## src/rtl/cobs_decode_if.sv

```systemverilog
// ----------------------------------------------------------------------------
// cobs_decode_if
// Byte-wide AXI-Stream style link used on both sides of the COBS decoder.
//   tdata  : 8-bit byte
//   tvalid : byte valid (master -> slave)
//   tready : sink ready (slave -> master)
//   tlast  : last byte of frame
//   tuser  : sideband flag (error marker on the decoded side)
// Modports: master drives data/valid/last/user, slave drives ready.
// ----------------------------------------------------------------------------
interface cobs_decode_if;
   logic [7:0] tdata;
   logic       tvalid;
   logic       tready;
   logic       tlast;
   logic       tuser;

   modport master (output tdata, output tvalid, output tlast, output tuser,
                   input  tready);
   modport slave  (input  tdata, input  tvalid, input  tlast, input  tuser,
                   output tready);
endinterface

```

## src/rtl/cobs_decode.sv

```systemverilog
// ----------------------------------------------------------------------------
// cobs_decode
// Streaming COBS decoder, one byte per cycle. Encoded frames are delimited by
// 0x00 on the input stream; decoded payload bytes leave with tlast on the
// final byte of each frame and tuser set when the frame was truncated.
// Ports:
//   clk         : single clock
//   rst_n       : asynchronous active-low reset
//   s           : encoded input stream (slave); s.tlast/s.tuser are ignored
//   m           : decoded output stream (master); m.tuser qualified by m.tlast
//   frame_error : one-cycle pulse when a group is cut short by a 0x00
// ----------------------------------------------------------------------------
module cobs_decode (
   input  logic          clk,
   input  logic          rst_n,
   cobs_decode_if.slave  s,
   cobs_decode_if.master m,
   output logic          frame_error
);

   typedef enum logic [1:0] {
      FRAME_START,
      GROUP_DATA,
      GROUP_BOUNDARY
   } state_e;

   state_e     state_q, state_d;
   logic [7:0] remaining_q, remaining_d;
   logic       code_ff_q, code_ff_d;
   logic       hold_valid_q, hold_valid_d;
   logic [7:0] hold_data_q, hold_data_d;
   logic       m_tvalid_q, m_tvalid_d;
   logic [7:0] m_tdata_q, m_tdata_d;
   logic       m_tlast_q, m_tlast_d;
   logic       m_tuser_q, m_tuser_d;
   logic       frame_error_q, frame_error_d;

   logic       accept;
   logic       is_zero;
   logic       push;
   logic       flush;
   logic       flush_err;
   logic       load;
   logic [7:0] push_byte;

   // Frame boundaries come only from 0x00 in the data.
   logic unused_sideband;
   assign unused_sideband = s.tlast ^ s.tuser;

   // Output register is free when empty or draining this cycle; every
   // accepted byte yields at most one output byte, so this never overflows.
   assign s.tready = !m_tvalid_q || m.tready;
   assign accept   = s.tvalid && s.tready;
   assign is_zero  = (s.tdata == 8'h00);

   // ---------------- state register ----------------
   always_ff @(posedge clk or negedge rst_n) begin
      if (!rst_n) begin
         state_q <= FRAME_START;
      end else begin
         state_q <= state_d;
      end
   end

   // ---------------- next-state logic ----------------
   always_comb begin
      state_d = state_q;
      if (accept) begin
         case (state_q)
            FRAME_START: begin
               if (!is_zero)
                  state_d = (s.tdata == 8'h01) ? GROUP_BOUNDARY : GROUP_DATA;
            end
            GROUP_DATA: begin
               if (is_zero)
                  state_d = FRAME_START;
               else if (remaining_q == 8'd1)
                  state_d = GROUP_BOUNDARY;
            end
            GROUP_BOUNDARY: begin
               if (is_zero)
                  state_d = FRAME_START;
               else
                  state_d = (s.tdata == 8'h01) ? GROUP_BOUNDARY : GROUP_DATA;
            end
            default: state_d = FRAME_START;
         endcase
      end
   end

   // ---------------- action decode ----------------
   always_comb begin
      push      = 1'b0;
      flush     = 1'b0;
      flush_err = 1'b0;
      load      = 1'b0;
      push_byte = s.tdata;
      if (accept) begin
         case (state_q)
            FRAME_START: begin
               load = !is_zero;
            end
            GROUP_DATA: begin
               if (is_zero) begin
                  flush     = 1'b1;
                  flush_err = 1'b1;
               end else begin
                  push = 1'b1;
               end
            end
            GROUP_BOUNDARY: begin
               if (is_zero) begin
                  flush = 1'b1;
               end else begin
                  // A 0xFF group carries no implied zero after it.
                  load      = 1'b1;
                  push      = !code_ff_q;
                  push_byte = 8'h00;
               end
            end
            default: ;
         endcase
      end
   end

   // ---------------- datapath next values ----------------
   always_comb begin
      remaining_d   = remaining_q;
      code_ff_d     = code_ff_q;
      hold_valid_d  = hold_valid_q;
      hold_data_d   = hold_data_q;
      m_tvalid_d    = m_tvalid_q;
      m_tdata_d     = m_tdata_q;
      m_tlast_d     = m_tlast_q;
      m_tuser_d     = m_tuser_q;
      frame_error_d = flush_err;

      // A code load wins over the decrement when a boundary push and load
      // happen together.
      if (load) begin
         remaining_d = s.tdata - 8'd1;
         code_ff_d   = (s.tdata == 8'hFF);
      end else if (push) begin
         remaining_d = remaining_q - 8'd1;
      end

      if (push) begin
         hold_valid_d = 1'b1;
         hold_data_d  = push_byte;
      end else if (flush) begin
         hold_valid_d = 1'b0;
      end

      if (m.tready)
         m_tvalid_d = 1'b0;
      if ((push || flush) && hold_valid_q) begin
         m_tvalid_d = 1'b1;
         m_tdata_d  = hold_data_q;
         m_tlast_d  = flush;
         m_tuser_d  = flush_err;
      end
   end

   // ---------------- datapath registers ----------------
   always_ff @(posedge clk or negedge rst_n) begin
      if (!rst_n) begin
         remaining_q   <= '0;
         code_ff_q     <= 1'b0;
         hold_valid_q  <= 1'b0;
         hold_data_q   <= '0;
         m_tvalid_q    <= 1'b0;
         m_tdata_q     <= '0;
         m_tlast_q     <= 1'b0;
         m_tuser_q     <= 1'b0;
         frame_error_q <= 1'b0;
      end else begin
         remaining_q   <= remaining_d;
         code_ff_q     <= code_ff_d;
         hold_valid_q  <= hold_valid_d;
         hold_data_q   <= hold_data_d;
         m_tvalid_q    <= m_tvalid_d;
         m_tdata_q     <= m_tdata_d;
         m_tlast_q     <= m_tlast_d;
         m_tuser_q     <= m_tuser_d;
         frame_error_q <= frame_error_d;
      end
   end

   assign m.tvalid    = m_tvalid_q;
   assign m.tdata     = m_tdata_q;
   assign m.tlast     = m_tlast_q;
   assign m.tuser     = m_tuser_q;
   assign frame_error = frame_error_q;

endmodule
```

## src/flat_wrapper.sv

```systemverilog
// flat-port wrapper written by rule: the top's interface ports become plain ports
module cobs_decode_flat 
  (clk, rst_n, frame_error, s_tdata, s_tvalid, s_tlast, s_tuser, s_tready, m_tdata, m_tvalid, m_tlast, m_tuser, m_tready);
  cobs_decode_if s_i ();
  cobs_decode_if m_i ();
  input  logic clk;
  input  logic rst_n;
  output logic frame_error;
  input wire logic [$bits(s_i.tdata)-1:0] s_tdata;
  input wire logic [$bits(s_i.tvalid)-1:0] s_tvalid;
  input wire logic [$bits(s_i.tlast)-1:0] s_tlast;
  input wire logic [$bits(s_i.tuser)-1:0] s_tuser;
  output wire logic [$bits(s_i.tready)-1:0] s_tready;
  output wire logic [$bits(m_i.tdata)-1:0] m_tdata;
  output wire logic [$bits(m_i.tvalid)-1:0] m_tvalid;
  output wire logic [$bits(m_i.tlast)-1:0] m_tlast;
  output wire logic [$bits(m_i.tuser)-1:0] m_tuser;
  input wire logic [$bits(m_i.tready)-1:0] m_tready;
  assign s_i.tdata = s_tdata;
  assign s_i.tvalid = s_tvalid;
  assign s_i.tlast = s_tlast;
  assign s_i.tuser = s_tuser;
  assign s_tready = s_i.tready;
  assign m_tdata = m_i.tdata;
  assign m_tvalid = m_i.tvalid;
  assign m_tlast = m_i.tlast;
  assign m_tuser = m_i.tuser;
  assign m_i.tready = m_tready;
  cobs_decode u_core (.clk(clk), .rst_n(rst_n), .s(s_i), .m(m_i), .frame_error(frame_error));
endmodule
```

## config.mk

```make
export PLATFORM = sky130hd
export DESIGN_NAME = cobs_decode_flat
export DESIGN_NICKNAME = d
export VERILOG_FILES = /design/src/rtl/cobs_decode_if.sv /design/src/rtl/cobs_decode.sv /design/src/flat_wrapper.sv
export SDC_FILE = /design/constraint.sdc
export NUM_CORES = 1
export LEC_CHECK = 0
export ABC_AREA = 1
export CORE_ASPECT_RATIO = 0.75
export CORE_MARGIN = 2
export CORE_UTILIZATION = 40
export DETAILED_ROUTE_END_ITERATION = 10
export GPL_ROUTABILITY_DRIVEN = 0
export HOLD_SLACK_MARGIN = 0.03
export PLACE_DENSITY = 0.59
export SETUP_SLACK_MARGIN = 0.15
export SLEW_MARGIN = 20
export SYNTH_ARGS = -nofsm -noshare
export SYNTH_HDL_FRONTEND = slang
export SYNTH_SLANG_ARGS = --single-unit
export TNS_END_PERCENT = 10
```

## constraint.sdc

```tcl
create_clock -name clk -period 3.9 [get_ports clk]
set_input_delay 1.17 -clock clk [delete_from_list [all_inputs] [get_ports clk]]
set_output_delay 1.17 -clock clk [all_outputs]
set_load 0.005 [all_outputs]
```

# == Yosys cells after proc, flatten, opt, wreduce, memory -nomap -nowiden ==
# Cells that the tools add are included.
# classes
add_sub_neg,2
n_reduce_logical,14
mux,26
eq_ne,7
# ops
operator,count
$mux 8,5
$eq 8x1->1 const B,2
$sub 8x1->8 const B,2
$mux 1,13
$mux 2,5
$eq 8x8->1 const B,1
$logic_not 8->1,1
$pmux 2 s3,1
$reduce_bool 2->1,3
$pmux 1 s2,2
$logic_not 1->1,3
$ne 3x1->1 const B,1
$reduce_and 3->1,1
$eq 2x1->1 const B,1
$eq 2x2->1 const B,1
$logic_and 1x1->1,2
$logic_not 2->1,1
$logic_or 1x1->1,2
$ne 2x2->1 const B,1
$reduce_or 2->1,1
# totals
elab_cells,59
output_inout_bits,13
ff_bits,32
inputBits,14

# == Logic depth before layout (Yosys ltp) ==
# Gate-level depths: netlist of the first run.
# depth
word_depth,7
mapped_depth,10

# == Worst setup path before layout of the first run ==
# No wires, ideal clock.
# synth_path
path_type,input to output
start,input port m_tready
end,output port s_tready
arrival_time_ns,1.286
stages,2
slack_ns,1.444
cell_sequence,inv_1 nand2_1
# synth_via
elab_chain_cells,1
# synth_lines
element,line_no,source
"start, declared",flat_wrapper.sv:18,input wire logic [$bits(m_i.tready)-1:0] m_tready;
$logic_or 1x1->1,cobs_decode.sv:52,assign s.tready = !m_tvalid_q || m.tready;
"end, declared",flat_wrapper.sv:13,output wire logic [$bits(s_i.tready)-1:0] s_tready;
# No other way between the ends.

# == Final worst setup path of the first run ==
# Ends and elaborated chain as after synthesis.

==> summary by stage, run 1 <==
Run status
The run finished with clean final reports.

Pwr
The switching portion of total power is 0.4061. The design draws about 1.5 mW. The portion of total power attributed to sequential cells is 0.363. The internal power contribution is 0.9131 mW. Summed over all nets, the switching power comes to between 0.6 and 0.7 mW.

The largest vdd supply drop is around 0.34 mV. The areal power density over the cells is 664.9 nW/um^2. The share of total power dissipated in combinational logic is 0.459.

The share of total power dissipated in the clock network is 0.177. The reported leakage power is ~1.2 nW.

Global route
The first global-routing pass estimated 6879 um of wire. The pin count of the biggest net entering global routing is 33. The total grt overflow is 0. For this run, the total global-route usage over all layers was measured as 0.1611.

The number of global-route vias before repair is around 1500. The initial antenna violation count is 0.

Cells and area
For this run, the number of standard cells in the final layout without fillers is 328. The fraction of final layout cells with drive strength greater than 1 is 0.1328. The net count reported at finish is approximately 290. The area growth from synthesis to layout is 20.55%. Once layout is done, the placed cells without fillers occupy about 2300 um^2.

The repair_antennas step left the layout with diodes totalling 0. The count of filler cells inserted in the layout is between 400 and 500.

Timing
Setup repair after global routing left no endpoint under its margin. Of the available clock period, the critical path in the final layout requires 0.8819. The worst max-slew margin expressed relative to the limit is 0.7269. The final period demand of the worst path is approximately 3.4 ns.

The upper clock frequency limit is between 200 and 300 MHz. The max-slew violation count is 0. Setup violations remaining at the end of the flow were counted as 0. The measured slew at the worst slew-check pin is slightly above 0.4 ns.

The setup total negative slack is 0 ns. Clock skew on the completed layout was measured at roughly 0.0037 ns. The hold violation count in the final report is 0.

Clock tree
The clock drives 32 sinks. The CTS tree is built. The quantity of hold-fixing buffers added after cts is 0. The clock transition time at the flip-flop clock pins of the worst setup and hold paths is 0.07 ns. The library cell used as clock root buffer is sky130_fd_sc_hd__clkbuf_8. Once the clock tree was built, the setup fixing pass inserted 0 buffers.

The post-cts resize count is 0. No sink is reached through more buffers than the 2 on the longest clock path. The clock latency at the later pin of the worst-skew pair is 0.28 ns. Buffers inserted during clock tree synthesis total 5. CTS built an H-tree with a depth of 2.

Synth
The top flip-flop cell by instance count after synthesis is sky130_fd_sc_hd__dfrtp_1. By count the netlist is led by sky130_fd_sc_hd__nand2_1, sky130_fd_sc_hd__nand3_1, sky130_fd_sc_hd__inv_1, sky130_fd_sc_hd__dfrtp_1, sky130_fd_sc_hd__nor2_1. The proportion of register bits with asynchronous set or reset after synthesis is 1.000. During synthesis, Yosys emitted a total of 0 warnings. The number of different library cells used by synthesis comes to 23. Summing every instance area after synthesis gives approximately 1900 um^2. Yosys instantiated no cell more often than sky130_fd_sc_hd__nand2_1. The biggest area contributor in the post-synthesis netlist is sky130_fd_sc_hd__dfrtp_1. The number of enable-type register cells in the synthesized netlist is 0. A synthesized cell averages ~8 um^2.

The number of synthesized register bits is 32. Of the post-synthesis cell area, the dominant cell type holds 0.4175. The count of mapped cells out of synthesis is between 200 and 250.

By area the synthesized netlist is led by sky130_fd_sc_hd__dfrtp_1, sky130_fd_sc_hd__nand2_1, sky130_fd_sc_hd__nand3_1. When the netlist entered floorplanning its net count stood at 264. The sequential-to-total area share from yosys stat is 0.4175.

Route
Dividing the detail-routed wire length by the instance count gives roughly 12 um. In the routed layout, each cell is associated on average with a via count of approximately 4.8. The total vias in the final route is ~1600.

The detail route stage leaves a number of antenna-violating nets equal to 0. The number of design rule violations left after detail routing is 0. The total length of routed wires is 3858 um. The number of detailed-routing iterations run before antenna repair is 4.

The first routing iteration left 57 violations.

Floorplanning
The floorplan step set the die height to ~64 um. From left edge to right edge, the die measures 83.96 um. Pin placement for this block handled 27 I/O pins. The initial standard-cell utilization of the core is 0.4220. After floorplanning, the core was divided into 21 placement rows.

The die covers about 5400 um^2. The placeable core region is about 4500 um^2.

Setup path
The kind of end point of the critical path is a primary output. STA classifies the critical path startpoint as an input pin. The arrival time of data at the critical path endpoint is around 2.3 ns. The critical path start-end classification is input pin to primary output.

For the worst setup path, the data required time is between 2 and 3 ns. The largest fanout on the critical path is 3.

Placement
The placed instance area is 2215 um^2. The instance count after placement with tap cells included is 320. Summed over all nets, the half-perimeter wirelength after detailed placement is 2970 um. The number of buffers added on ports is 24.

Min path
The type of the most critical hold path is flop to flop.

Run
The count of maximum capacitance violations is 0.
per-layer routing:
metal	global-route usage	vias to the layer above	wire, um
met3	0.04005	4	106
met1	0.2250	724	2051
met4	0.04839	0	31
met2	0.2480	22	1669
li1	-	821	-
met5	0	-	0
cells in the final DEF, fill, tap and decap left out, drive strengths merged, types with 3 or more instances in the layout:
cell type,count
inv,37
dfrtp,32
nand3,36
ha,10
xor2,4
clkbuf,6
o21ai,20
nor2,20
nand4,3
nand2,67
clkdlybuf4s50,24
xnor2,3
power by group through the flow:
| stage | Clock (mW) | Combinational [mW] | Sequential [mW] |
|---|---|---|---|
| floorplan | 0 | 0.505 | 0.554 |
| global placement | 0 | 0.707 | 0.561 |
| detailed placement | 0 | 0.715 | 0.564 |
| CTS | 0.282 | 0.718 | 0.558 |
| global route | 0.299 | 0.820 | 0.577 |
| finish | 0.273 | 0.706 | 0.559 |
final cells by class:
type                            count  area [um^2]  area share
Sequential cell                    32        800.8      0.3463
Clock inverter                      2        15.01    0.006493
Timing Repair Buffer               25        247.7      0.1071
Clock buffer                        6        82.58     0.03571
Tap cell                           57        71.32     0.03084
Inverter                           37        138.9     0.06006
Multi-Input combinational cell    169        955.9      0.4134
per-stage QoR:
| step | util | hold slack, ns | setup slack (ns) |
|---|---|---|---|
| after global placement | 0.4872 | 0.4533 | 0.4620 |
| after detailed placement | 0.4872 | 0.4599 | 0.4488 |
| after CTS | 0.5087 | 0.4780 | 0.4472 |
| after floorplan | - | 0.4521 | 1.444 |
| after global routing | 0.5087 | 0.5133 | 0.4048 |
| final | 0.5087 | 0.4729 | 0.4607 |
cells by family after synthesis:
group           after synthesis  share of synthesized area
fa+ha+maj                    10                    0.06523
xor+xnor                      7                    0.03196
compound gates               23                    0.07828
flops                        32                     0.4175
buf+inv                      39                    0.08415
simple gates                129                     0.3229
flip-flops by register name, summed over array words and instances (netlist names):
register             cells
u_core.m.tvalid          1
u_core.frame_error       1
u_core.hold_data_q       8
u_core.m.tlast           1
u_core.m.tuser           1
u_core.m.tdata           8
u_core.remaining_q       8
u_core.code_ff_q         1
u_core.state_q           2
u_core.hold_valid_q      1
final timing paths:
kind / start / to / slack [ns] / depth (start not counted)
max: m_tready / s_tready / 0.46 / 4
min: u_core.m.tdata[7]$_DFFE_PN0P_ / u_core.m.tdata[7]$_DFFE_PN0P_ / 0.47 / 2
max reg2reg: u_core.state_q[0]$_DFFE_PN0P_ / u_core.remaining_q[0]$_DFFE_PN0P_ / 2.08 / 9
min reg2reg: u_core.m.tdata[7]$_DFFE_PN0P_ / u_core.m.tdata[7]$_DFFE_PN0P_ / 0.47 / 2
max in group asynchronous: rst_n / u_core.remaining_q[3]$_DFFE_PN0P_ / 2.31 / 2
min in group asynchronous: rst_n / u_core.frame_error$_DFF_PN0_ / 1.29 / 2
critical path, stage by stage:
cell and delay [ns]:
sky130_fd_sc_hd__clkdlybuf4s50_1 0.45, sky130_fd_sc_hd__inv_1 0.04, sky130_fd_sc_hd__nand2_1 0.10, sky130_fd_sc_hd__clkdlybuf4s50_1 0.51
(Power assumes the default switching activity.)
==> inputs of run 2 (changes only) <==
--- a/config.mk
+++ b/config.mk
@@ -6,6 +6,7 @@
 export NUM_CORES = 1
 export LEC_CHECK = 0
 export ABC_AREA = 1
+export CAP_MARGIN = 20
 export CORE_ASPECT_RATIO = 0.75
 export CORE_MARGIN = 2
 export CORE_UTILIZATION = 40
==> results of run 2 <==
Final layout, timing and power as in run 1 (identical DEF).
